File: config.mk
export PLATFORM = sky130hd
export DESIGN_NAME = clk_div_monitor
export DESIGN_NICKNAME = d
export VERILOG_FILES = /design/src/rtl/clk_mon_pkg.sv /design/src/rtl/sat_counter.sv /design/src/rtl/clk_div_monitor.sv
export SDC_FILE = /design/constraint.sdc
export NUM_CORES = 1
export LEC_CHECK = 0
export ABC_CLOCK_PERIOD_IN_PS = 2600
export BUFFER_PORTS_ARGS = -buffer_cell sky130_fd_sc_hd__buf_2
export CAP_MARGIN = 10
export CORE_MARGIN = 2
export CORE_UTILIZATION = 50
export DETAILED_ROUTE_END_ITERATION = 12
export PLACE_DENSITY = 0.75
export SYNTH_ARGS = -nofsm -noshare
export SYNTH_HDL_FRONTEND = slang
export SYNTH_SLANG_ARGS = --single-unit
File: constraint.sdc
create_clock -name clk8f -period 2.6 [get_ports clk8f]
set_input_delay 0.13 -clock clk8f [delete_from_list [all_inputs] [get_ports clk8f]]
set_output_delay 0.13 -clock clk8f [all_outputs]
set_load 0.01 [all_outputs]
File: src/rtl/clk_mon_pkg.sv
// ============================================================================
// Module      : clk_mon_pkg
// Description : Shared types and constants for the divided-clock phase monitor.
// Revision    : 1.0 - initial release
// ============================================================================
`default_nettype none

package clk_mon_pkg;

    localparam int PHASE_W = 3;
    localparam int ERR_W   = 8;
    localparam int CNT_W   = 4;

    localparam logic [ERR_W-1:0] ERR_MAX = 8'd255;

    typedef enum logic [1:0] {
        IDLE    = 2'd0,
        ACQUIRE = 2'd1,
        LOCKED  = 2'd2
    } state_t;

    // Expected successor of a sampled phase; 3-bit arithmetic wraps both ways.
    function automatic logic [PHASE_W-1:0] next_phase(
        input logic [PHASE_W-1:0] v,
        input logic               down
    );
        return down ? (v - 3'd1) : (v + 3'd1);
    endfunction

endpackage

`default_nettype wire

File: src/rtl/sat_counter.sv
// ============================================================================
// Module      : sat_counter
// Description : Up-counter that holds at MAX_VAL, with clear and sync reset.
// Revision    : 1.0 - initial release
// ============================================================================
`default_nettype none

module sat_counter #(
    parameter int               WIDTH   = 8,
    parameter logic [WIDTH-1:0] MAX_VAL = '1
) (
    input  logic             clk_i,
    input  logic             rst_i,
    input  logic             clr_i,
    input  logic             inc_i,
    output logic [WIDTH-1:0] count_o
);

    logic [WIDTH-1:0] count_q;
    logic [WIDTH-1:0] count_d;

    always_comb begin
        count_d = count_q;
        if (clr_i) begin
            count_d = '0;
        end else if (inc_i && (count_q != MAX_VAL)) begin
            count_d = count_q + 1'b1;
        end
    end

    always_ff @(posedge clk_i) begin
        if (rst_i) begin
            count_q <= '0;
        end else begin
            count_q <= count_d;
        end
    end

    assign count_o = count_q;

endmodule

`default_nettype wire

File: src/rtl/clk_div_monitor.sv
// ============================================================================
// Module      : clk_div_monitor
// Description : Samples {clkf,clk2f,clk4f} on clk8f and verifies the phase
//               advances one step per cycle; reports lock and step errors.
// Revision    : 1.0 - initial release
// ============================================================================
`default_nettype none

module clk_div_monitor
    import clk_mon_pkg::*;
#(
    parameter int LOCK_CNT   = 8,
    parameter int LOSS_CNT   = 2,
    parameter int COUNT_DOWN = 0
) (
    input  logic               clk8f,
    input  logic               reset,
    input  logic               clkf,
    input  logic               clk2f,
    input  logic               clk4f,
    output logic               locked,
    output logic               err_pulse,
    output logic [ERR_W-1:0]   err_count,
    output logic [PHASE_W-1:0] phase
);

    localparam logic [CNT_W-1:0] LOCK_TGT = CNT_W'(LOCK_CNT);
    localparam logic [CNT_W-1:0] LOSS_TGT = CNT_W'(LOSS_CNT);
    localparam logic             DOWN     = (COUNT_DOWN != 0);

    logic [PHASE_W-1:0] s_q;
    logic [PHASE_W-1:0] p_q;
    logic               sv_q;
    logic               pv_q;

    state_t             state_q,     state_d;
    logic [CNT_W-1:0]   good_cnt_q,  good_cnt_d;
    logic [CNT_W-1:0]   bad_cnt_q,   bad_cnt_d;
    logic               err_pulse_q, err_pulse_d;
    logic [PHASE_W-1:0] phase_q,     phase_d;
    logic               w_err_inc;
    logic               w_step_ok;

    // sv_q marks s_q as loaded; pv_q follows it so p_q is valid one edge later.
    always_ff @(posedge clk8f) begin
        if (reset) begin
            s_q  <= '0;
            p_q  <= '0;
            sv_q <= 1'b0;
            pv_q <= 1'b0;
        end else begin
            s_q  <= {clkf, clk2f, clk4f};
            p_q  <= s_q;
            sv_q <= 1'b1;
            pv_q <= sv_q;
        end
    end

    assign w_step_ok = pv_q && (s_q == next_phase(p_q, DOWN));

    always_ff @(posedge clk8f) begin
        if (reset) begin
            state_q     <= IDLE;
            good_cnt_q  <= '0;
            bad_cnt_q   <= '0;
            err_pulse_q <= 1'b0;
            phase_q     <= '0;
        end else begin
            state_q     <= state_d;
            good_cnt_q  <= good_cnt_d;
            bad_cnt_q   <= bad_cnt_d;
            err_pulse_q <= err_pulse_d;
            phase_q     <= phase_d;
        end
    end

    always_comb begin
        state_d     = state_q;
        good_cnt_d  = good_cnt_q;
        bad_cnt_d   = bad_cnt_q;
        err_pulse_d = 1'b0;
        w_err_inc   = 1'b0;

        case (state_q)
            // IDLE judges the very first valid step exactly as ACQUIRE does,
            // so lock lands LOCK_CNT edges after the first step is evaluated.
            IDLE, ACQUIRE: begin
                if (pv_q) begin
                    if (w_step_ok) begin
                        if ((good_cnt_q + 1'b1) == LOCK_TGT) begin
                            state_d    = LOCKED;
                            good_cnt_d = '0;
                            bad_cnt_d  = '0;
                        end else begin
                            state_d    = ACQUIRE;
                            good_cnt_d = good_cnt_q + 1'b1;
                        end
                    end else begin
                        state_d     = ACQUIRE;
                        good_cnt_d  = '0;
                        err_pulse_d = 1'b1;
                    end
                end
            end
            LOCKED: begin
                if (w_step_ok) begin
                    bad_cnt_d = '0;
                end else begin
                    err_pulse_d = 1'b1;
                    w_err_inc   = 1'b1;
                    if ((bad_cnt_q + 1'b1) == LOSS_TGT) begin
                        state_d    = ACQUIRE;
                        good_cnt_d = '0;
                        bad_cnt_d  = '0;
                    end else begin
                        bad_cnt_d = bad_cnt_q + 1'b1;
                    end
                end
            end
            default: begin
                state_d    = IDLE;
                good_cnt_d = '0;
                bad_cnt_d  = '0;
            end
        endcase

        phase_d = (state_d == LOCKED) ? s_q : '0;
    end

    sat_counter #(
        .WIDTH   (ERR_W),
        .MAX_VAL (ERR_MAX)
    ) u_err_cnt (
        .clk_i   (clk8f),
        .rst_i   (reset),
        .clr_i   (1'b0),
        .inc_i   (w_err_inc),
        .count_o (err_count)
    );

    assign locked    = (state_q == LOCKED);
    assign err_pulse = err_pulse_q;
    assign phase     = phase_q;

endmodule

`default_nettype wire

==> flow_metrics.env <==
export IMPL_status="finished, final reports clean"
export IMPL_min_path_type="in -> reg"
export IMPL_critical_path_required_ns=2.85
export IMPL_routed_wl_um=2750
export IMPL_fin_nets=183
export IMPL_synthArstFlopShare_pct=0
export IMPL_drv_cap=0
export IMPL_pwr_share_seq_pct=61.1
export IMPL_slew_headroom_pct=65.8
export IMPL_ir_drop_v=0.000335
export IMPL_worstMarginPinSlew_ns=0.510
export IMPL_slowest_delay_ns=0.57
export IMPL_final_hold_viol_count=0
export IMPL_critPathBufInv=0
export IMPL_p_leak_nw=0.663
export IMPL_cts_setup_buffers=0
export IMPL_rows=19
export IMPL_ios=18
export IMPL_grt_util_all_layers_pct=20.0
export IMPL_syn_area_um2=1380
export IMPL_hpwl_um=2060
export IMPL_clock_latency_ns=0.32
export IMPL_pwr_share_comb_pct=4.4
export IMPL_postCtsHoldBufs=0
export IMPL_synth_most_common_cell="dfxtp_1"
export IMPL_cts_root_buffer="clkbuf_4"
export IMPL_antenna_found_initial=0
export IMPL_drtIter0Drc=38
export IMPL_synth_largest_area_cell="dfxtp_1"
export IMPL_die_y_um=56.5
export IMPL_vias_per_cell=5.71
export IMPL_die_w_um=56.5
export IMPL_register_area_um2=601
export IMPL_switching_share_pct=22.0
export IMPL_worst_setup_path_end_kind="flop"
export IMPL_gp_congestion=0.821
export IMPL_finalSetupViolCount=0
export IMPL_dr_pass1_iters=4
export IMPL_grt_setup_unrepaired="no"
export IMPL_crit_path_max_fanout=5
export IMPL_drive_gt1_share_pct=18.1
export IMPL_dieArea_um2=3190
export IMPL_vias=1153
export IMPL_synth_edf_count=0
export IMPL_wl_per_cell_um=13.6
export IMPL_pwr_density_cell_nw_per_um2=498
export IMPL_internal_power_mw=0.604
export IMPL_ctsHtreeMaxLevel=2
export IMPL_core_area_um2=2690
export IMPL_yosysSeqAreaShare_pct=43.6
export IMPL_fin_worst_skew_ns=0.00668
export IMPL_synth_top_area_share_pct=43.6
export IMPL_synth_warnings=0
export IMPL_postRouteAntennaNets=0
export IMPL_overflow=0
export IMPL_drv_slew=0
export IMPL_route_detailed_drc=0
export IMPL_layout_min_cycle_time_ns=2.21
export IMPL_syn_avg_cell_area_um2=9.24
export IMPL_worstSetupStartpointType="flop"
export IMPL_grt_pass1_wl_um=4970
export IMPL_cts_made_buffers=5
export IMPL_synth_area_leaders="dfxtp_1 44%, ha_1 5.5%, nand2_1 3.8%"
export IMPL_antenna_cells=0
export IMPL_path_cells="ha_1 > xor3_1 > or4_4 > or4_4 > o211ai_2"
export IMPL_worstSetupPathType="reg -> reg"
export IMPL_fin_hold_ws_ns=0.0166
export IMPL_synth_distinct_cells=41
export IMPL_synth_fp_nets=160
export IMPL_clkTransAtPathRegs_ns=0.08
export IMPL_crit_family="simple AND/OR/NAND/NOR gates"
export IMPL_ys_ff_latch=30
export IMPL_synth_commonest_cells="30 x dfxtp_1, 14 x nand2_1, 14 x nor2_1, 8 x nor2b_1, 8 x nor3_1"
export IMPL_r2r_start="p_q[0]"
export IMPL_cpMostUsedCell="or4_4"
export IMPL_period_share_pct=85.1
export IMPL_synthCells=149
export IMPL_start_util_pct=51.2
export IMPL_p_sw_mw=0.171
export IMPL_cp_arrival_ns=2.46
export IMPL_cts_tree="done"
export IMPL_cp_slowest_cell="or4_4"
export IMPL_multi_input_area_um2=741
export IMPL_io_buffers=17
export IMPL_grt_pass1_vias=1140
export IMPL_cts_sinks=30
export IMPL_power_frac_clock_pct=34.5
export IMPL_fill_cells=262
export IMPL_critPathLaunch="p_q[0]"
export IMPL_hp_start="clk4f"
export IMPL_area_growth_pct=12.9
export IMPL_grt_max_degree=22
export IMPL_ys_dominant_reg_cell="dfxtp_1"
export IMPL_cts_buffer_depth=2
export IMPL_fmax_mhz=452
export IMPL_cts_resized=0
export IMPL_tns_ns=0
-- final cells by class --
cell class	count	area share, %
inverters	6	1.45
flip-flops and latches	30	38.6
well taps	31	2.50
repair buffers	19	6.44
clock buffers	6	3.30
multi-input cells	110	47.7
-- final timing paths --
| path | to | slack, ns | cells after the start |
|---|---|---|---|
| hold / removal | s_q[0] | 0.02 | 2 |
| hold reg to reg | pv_q | 0.46 | 1 |
| setup reg to reg | good_cnt_q[0] | 0.39 | 5 |
| setup / recovery | good_cnt_q[0] | 0.39 | 5 |
-- kinds of logic after synthesis --
kind of cell	count (synthesis)	synth area share, %
simple gates	65	25.4
flops	30	43.6
compound gates	28	14.7
xor+xnor	9	6.82
buf+inv	9	2.55
fa+ha+maj	6	5.45
mux	2	1.45
-- worst register-to-register path, cell delays in order, from the launching register on --
cell      delay [ns]
dfxtp_1         0.37
ha_1            0.17
xor3_1          0.45
or4_4           0.57
or4_4           0.53
o211ai_2        0.07
-- layer usage --
metal / share of wire (%) / vias to the layer above / global-route usage (%)
met4: 1.3 / 0 / 6.12
met3: 5.7 / 6 / 6.22
met5: 0 / - / 0
met1: 44 / 536 / 22.7
met2: 49 / 34 / 35.4
li1: - / 577 / -
-- registers in the layout (all words and copies together), names as in the netlist --
| name | count |
|---|---|
| state_q | 2 |
| sv_q | 1 |
| bad_cnt_q | 4 |
| p_q | 3 |
| pv_q | 1 |
| err_pulse | 1 |
| good_cnt_q | 4 |
| s_q | 3 |
| u_err_cnt.count_o | 8 |
| phase | 3 |
-- stage by stage --
step,cells,power [mW],cell area [um2],setup WS [ns],utilization (%)
after global placement,196,0.516,1500,0.483,55.9
final,202,0.774,1550,0.386,57.8
after floorplan,149,0.507,1380,0.516,-
after detailed placement,196,0.518,1500,0.405,55.9
after CTS,202,0.783,1550,0.386,57.8
after global routing,202,0.814,1550,0.213,57.8
-- power by group through the flow --
stage | Sequential (mW) | Combinational (mW) | Clock [mW]
after floorplan | 0.483 | 0.0250 | 0
after global placement | 0.483 | 0.0325 | 0
after detailed placement | 0.484 | 0.0343 | 0
after CTS | 0.473 | 0.0344 | 0.275
after global routing | 0.475 | 0.0382 | 0.301
final | 0.473 | 0.0341 | 0.267
-- layout by cell type (no fill, tap or decap), types with 2 or more instances in the layout --
cell type  netlist  final
a211o_1          2      2
inv_1            6      6
nand3_1          2      2
xor2_1           3      3
o32ai_1          2      2
nand2_1         14     14
nor2_1          14     14
mux2i_1          2      2
nor3_1           8      8
and3_1           2      2
buf_4            0      2
dfxtp_1         30     30
o41ai_1          2      2
buf_2            1     17
xnor2_1          5      5
ha_1             6      6
a21oi_1          5      5
nand4_1          2      2
nor2b_1          8      8
nor4b_1          2      2
and2_1           2      2
or4_4            2      2
clkbuf_4         0      5
o21ai_0          5      5
nor3b_1          5      5
Note: power is estimated with default switching activity, not from simulation.
